**src/rtl/reduce3n.sv**
```systemverilog
// reduce3n: in-place reduction of Rq coefficients (q = 4591) to R3 representatives {0,1,2=-1}.
// Streams one coefficient per cycle: read, register with index, reduce, write back two cycles later.
module reduce3n #(
  parameter int Q  = 4591,
  parameter int AW = 11,
  parameter int DW = 13
) (
  input  logic          clk,
  input  logic          rst_n,
  input  logic          start,
  input  logic [AW-1:0] degp,
  input  logic [DW-1:0] mem_output,
  output logic [AW-1:0] mem_address_o,
  output logic [AW-1:0] mem_address_i,
  output logic [DW-1:0] mem_input,
  output logic          write_enable,
  output logic          busy,
  output logic          done
);

  localparam int HALFQ = (Q - 1) / 2;

  typedef enum logic [1:0] {IDLE, READ, DRAIN, DONE} state_t;

  state_t        state;
  logic [AW-1:0] rd_addr;
  logic [AW-1:0] last;
  logic [AW-1:0] idx1;
  logic          v1;
  logic          drain_cnt;
  logic [DW:0]   t;
  logic [1:0]    r;

  // Values above HALFQ are negative once centred; v - Q == v + 2 (mod 3) because Q == 1 (mod 3).
  always_comb begin
    t = {1'b0, mem_output};
    if (mem_output > DW'(HALFQ)) t = {1'b0, mem_output} + (DW+1)'(2);
    r = 2'(t % (DW+1)'(3));
  end

  assign mem_address_o = rd_addr;

  always_ff @(posedge clk or negedge rst_n) begin
    if (!rst_n) begin
      state         <= IDLE;
      rd_addr       <= '0;
      last          <= '0;
      idx1          <= '0;
      v1            <= 1'b0;
      drain_cnt     <= 1'b0;
      mem_address_i <= '0;
      mem_input     <= '0;
      write_enable  <= 1'b0;
      busy          <= 1'b0;
      done          <= 1'b0;
    end else begin
      // Stage 1 carries the index of the read whose data returns next cycle.
      v1   <= (state == READ);
      idx1 <= rd_addr;

      write_enable  <= v1;
      mem_address_i <= v1 ? idx1 : '0;
      mem_input     <= v1 ? {{(DW-2){1'b0}}, r} : '0;

      case (state)
        IDLE, DONE: begin
          done <= 1'b0;
          if (start) begin
            last    <= degp;
            rd_addr <= '0;
            busy    <= 1'b1;
            state   <= READ;
          end else begin
            state <= IDLE;
          end
        end
        READ: begin
          if (rd_addr == last) begin
            rd_addr   <= '0;
            drain_cnt <= 1'b0;
            state     <= DRAIN;
          end else begin
            rd_addr <= rd_addr + AW'(1);
          end
        end
        DRAIN: begin
          if (drain_cnt) begin
            busy  <= 1'b0;
            done  <= 1'b1;
            state <= DONE;
          end else begin
            drain_cnt <= 1'b1;
          end
        end
        default: state <= IDLE;
      endcase
    end
  end

endmodule

```
**config.mk**
```make
export PLATFORM = sky130hd
export DESIGN_NAME = reduce3n
export DESIGN_NICKNAME = d
export VERILOG_FILES = /design/src/rtl/reduce3n.sv
export SDC_FILE = /design/constraint.sdc
export NUM_CORES = 1
export LEC_CHECK = 0
export ABC_AREA = 1
export BUFFER_PORTS_ARGS = -buffer_cell sky130_fd_sc_hd__buf_2
export CORE_MARGIN = 2
export CORE_UTILIZATION = 50
export CTS_CLUSTER_SIZE = 24
export DETAILED_ROUTE_END_ITERATION = 8
export PLACE_DENSITY = 0.79
export SETUP_SLACK_MARGIN = 0.1
export SYNTH_ARGS = -nofsm -noshare
export SYNTH_HDL_FRONTEND = slang
export SYNTH_SLANG_ARGS = --single-unit
```
**constraint.sdc**
```tcl
create_clock -name clk -period 6.9 [get_ports clk]
set_input_delay 0.69 -clock clk [delete_from_list [all_inputs] [get_ports clk]]
set_output_delay 0.69 -clock clk [all_outputs]
set_load 0.02 [all_outputs]
```
# Word level (Yosys, flattened, before mapping)
# Index checks and enable logic that the tools add are counted.
# W data, S select, Z words.
# word_totals
ff_bits,53
output_inout_bits,38
word_cells,50
# classes
add_sub_neg,2
n_div,1
magnitude_cmp,1
n_eq_ne,7
mux,17
n_reduce_logical,11
# op_table
cell,count
$mux W11,3
$pmux W11 S2,1
$add A13 B2 Y14 const B,1
$mod A14 B2 Y14 const B,1
$mux W14,1
$gt A13 B12 Y1 const B,1
$add A11 B1 Y11 const B,1
$eq A11 B11 Y1,1
$reduce_and A2 Y1,5
$mux W2,3
$pmux W1 S2,3
$pmux W2 S3,1
$reduce_bool A2 Y1,3
$mux W1,5
$eq A2 B2 Y1 const B,2
$ne A2 B2 Y1 const B,2
$reduce_and A3 Y1,1
$eq A2 B1 Y1 const B,1
$logic_not A2 Y1,1
$ne A2 B1 Y1 const B,1
$reduce_or A2 Y1,1

# Longest topological paths before layout
# logic_depth
word_depth,4
ltp_mapped,53
ltp_nobuf,53

# Worst setup path after synthesis
# OpenSTA, ideal clock, no wires.
# synth_path
path_kind,input port to flip-flop
startpoint,in mem_output[1]
endpoint,reg mem_input[1]
setup_ns,0.117
t_arrival_ns,5.358
setup_slack_ns,1.425
cell_stages,49
cell_sequence,ha_1 > nand2_1 > nand2_1 > nand2_1 > nand2_2 > nand3_2 > buf_6 > o31ai_4 > inv_2 > nor2_4 > inv_1 > o21ai_1 > nand2_1 > o21ai_2 > nand2_2 > o21ai_1 > nand2_1 > nand2_1 > [13 not listed] > nand2_1 > nand2_1 > inv_1 > ha_1 > inv_1 > nand4_1 > nor2_2 > nand2_2 > xor2_1 > inv_1 > ha_1 > o21bai_1 > inv_1 > nand3_1 > nor2_2 > nand3_1 > nand2_1 > nor2_1
# synth_via
elab_chain_len,4
# synth_rtl
element,line,text
start: declaration,12,"input logic [DW-1:0] mem_output,"
$add A13 B2 Y14 or $gt A13 B12 Y1 (tied branches),37,"if (mem_output > DW'(HALFQ)) t = {1'b0, mem_output} + (DW+1)'(2);"
$mux W14 (*),37,
$mod A14 B2 Y14 (*),38,r = 2'(t % (DW+1)'(3));
$mux W2 (*),63,"mem_input <= v1 ? {{(DW-2){1'b0}}, r} : '0;"
end signal: assignment,63,
end: declaration,15,"output logic [DW-1:0] mem_input,"
# Every way passes the cells marked *; elsewhere a longest branch is shown, timed or not.
# A chain may end at the register's enable or synchronous reset.

# Final worst setup path
# Ends and elaborated chain as after synthesis.

==> impl_metrics.tcl <==
set metrics [dict create \
    status "finished clean" \
    synthMostInstantiatedCell "nand2_1" \
    stdcell_count 565 \
    path_max_fanout 6 \
    cts_root_buf "clkbuf_8" \
    critPathKind "primary input to register" \
    fin_area_um2 3750 \
    clk_path_buf_depth 2 \
    slew_violations 0 \
    power_leakage_nw 2.12 \
    grt.total_usage 0.190 \
    hold_viol 0 \
    gp_congestion 0.929 \
    gr-total-overflow 0 \
    port_buffers 53 \
    worst-r2r-setup-slack_ns 3.96 \
    clk_pin_slew_ns 0.09 \
    drt-total-wl_um 6700 \
    synth_seq_cells 53 \
    clk_latency_ns 0.30 \
    synth.distinct_cells 34 \
    min_to "idx1[8]" \
    hp-start "mem_address_o[8]" \
    hold_class "register to register" \
    drc 0 \
    reg2reg_from "state[1]" \
    slew_headroom 0.574 \
    cts_tree "built" \
    worst_setup_path_end_kind "register" \
    fin_crit_sh 0.870 \
    dpl.cell_count 555 \
    syn_inst 428 \
    vias 2903 \
    rsz0062_at_grt "no" \
    grt_max_degree 54 \
    ys_top_cells_by_area "dfrtp_1 40%, nand2_1 11%, inv_1 7.0%, nand3_1 5.1%, xor2_1 4.8%" \
    path_common_cell "nand2_1" \
    synth_top_area_cell "dfrtp_1" \
    num_io_pins 65 \
    layout_setup_ws_ns 0.897 \
    final_util 0.588 \
    grt_pass1_vias 2699 \
    cp_data_required_time_ns 7.09 \
    worstHoldPathCells 0 \
    synth_compound_area_frac 0.0821 \
    wire_per_inst_um 11.9 \
    max_stage_delay_ns 0.25 \
    fmax_mhz 167 \
    antenna_found_initial 0 \
    synth-xor-area-share 0.0503 \
    drt-pass1-iter-count 5 \
    grt_pass1_wl_um 11600 \
    clock_skew_ns 0.00819 \
    antenna_cells 0 \
    clock-sinks 53 \
    coreArea_um2 6390 \
    start_kind "primary input" \
    ir_drop_uv 236 \
    synth_area_um2 3310 \
    cts_made_buffers 5 \
    synth_top_area_share 0.401 \
    die_h_um 85.3 \
    min_period_ns 6.00 \
    cts-htree-levels 2 \
    pre_cts_slack_ns 0.435 \
    yosys.area_share.simple 0.295 \
    dieWidth_um 85.3 \
    synth_top_family_by_area "simple AND/OR/NAND/NOR gates" \
    synth-edff-count 0 \
    syn_to_final_growth_pct 13.4 \
    slowest_stage "ha_2" \
    avgSynthCellArea_um2 7.73 \
    synth_common_cells "95 x nand2_1, 62 x inv_1, 53 x dfrtp_1" \
    synth-async-reset-ratio 1.00 \
    die-area_um2 7280 \
    p_per_area_nw_per_um2 288 \
    synth-adder-area-share 0.0265 \
    num_rows 29 \
    design_power_total_mw 1.08 \
    ys.warnings.count 0 \
    worstPathArrival_ns 6.19 \
    dpl_cell_area_um2 3610 \
    synth_flop_cell "dfrtp_1" \
    r2r_cells 11 \
    ys_seq_area_frac 0.401 \
    dp_hpwl_um 5170 \
    vias_per_cell 5.14 \
    ant_nets 0 \
    start_util 0.518 \
    drive_above_1_share 0.223 \
    final_net_count 521 \
    worst_pin_slew_ns 0.634 \
    fin_hold_ws_ns 0.433 \
    cap_viol_max_count 0 \
    drtIter0Drc 206 \
    setup_viol 0 \
    synthMuxAreaShare 0.0374 \
    tns_ns 0 \
    r2r_end "mem_address_o[10]" \
]
-- routing by layer --
layer	part of all wire	wire, um	vias to the layer above	global-route usage
met5	0	0	-	0
met1	0.45	3020	1336	0.253
met4	0.010	68	0	0.0361
li1	-	-	1455	-
met3	0.053	358	10	0.0292
met2	0.49	3260	102	0.331
-- area by class of cell --
class	count	area, um2
Multi-Input combinational cell	304	1690
Timing Repair Buffer	56	288
Fill cell	578	2630
Clock inverter	1	5.00
Inverter	67	251
Tap cell	77	96.3
Clock buffer	7	96.3
Sequential cell	53	1330
-- worst max-delay path by stage --
| stage | slack, ns | startpoint | end |
|---|---|---|---|
| after floorplan | 1.43 | mem_output[1] | mem_input[1] |
| after global placement | 0.72 | mem_output[1] | mem_input[0] |
| after detailed placement | 0.43 | mem_output[1] | mem_input[1] |
| after CTS | 0.73 | mem_output[1] | mem_input[1] |
| after global routing | 0.11 | mem_output[1] | mem_input[1] |
| final | 0.90 | mem_output[1] | mem_input[1] |
-- critical path, delay by kind of cell --
kind,cells,cell delay [ns]
AOI/OAI and AO/OA,6,0.83
buffers and inverters,11,0.90
and+or+nand+nor,30,2.75
adders and majority gates,4,0.87
xor gates and xnor gates,1,0.16
-- layout by cell type (no fill, tap or decap), types with 2 or more instances in the layout --
| cell | n |
|---|---|
| nor3_1 | 8 |
| xor2_1 | 17 |
| o21ai_2 | 4 |
| nor4_1 | 5 |
| inv_1 | 62 |
| nand3_1 | 34 |
| ha_1 | 5 |
| ha_2 | 2 |
| nor2_2 | 5 |
| nand3_2 | 2 |
| nand2_1 | 94 |
| buf_4 | 3 |
| nand2_2 | 9 |
| nand4_1 | 8 |
| nor3b_1 | 4 |
| a21oi_1 | 10 |
| buf_2 | 53 |
| o21ai_1 | 8 |
| dfrtp_1 | 53 |
| inv_2 | 5 |
| conb_1 | 11 |
| o21bai_1 | 5 |
| nor2_1 | 39 |
| o21ai_0 | 11 |
| clkbuf_8 | 7 |
| mux2_2 | 11 |
| nor2_4 | 3 |
-- cells by family after synthesis --
| kind of cell | after synthesis |
|---|---|
| AND/OR/NAND/NOR | 213 |
| buffers and inverters | 81 |
| flip-flops | 53 |
| AO/OA/AOI/OAI | 43 |
| XOR/XNOR | 19 |
| multiplexers | 11 |
| adder cells (fa/ha/maj) | 7 |
| other | 1 |
-- registers in the layout (all words and copies together), names as in the netlist --
register       count
idx1              11
busy               1
drain_cnt          1
last              11
state              2
mem_input          2
done               1
mem_address_i     11
v1                 1
mem_address_o     11
write_enable       1
-- power by group --
group | switching [mW] | leakage, nW | internal (mW) | total, mW
logic | 0.293 | 1.37 | 0.181 | 0.474
clock network | 0.0949 | 0.0542 | 0.0908 | 0.186
registers | 0.0482 | 0.699 | 0.374 | 0.422
-- repair_timing --
action	4_1_cts	5_1_grt
resized for setup	0	5
setup buffers	0	2
setup endpoints to repair	0	2
hold buffers	0	0
Note: power is estimated with default switching activity, not from simulation.
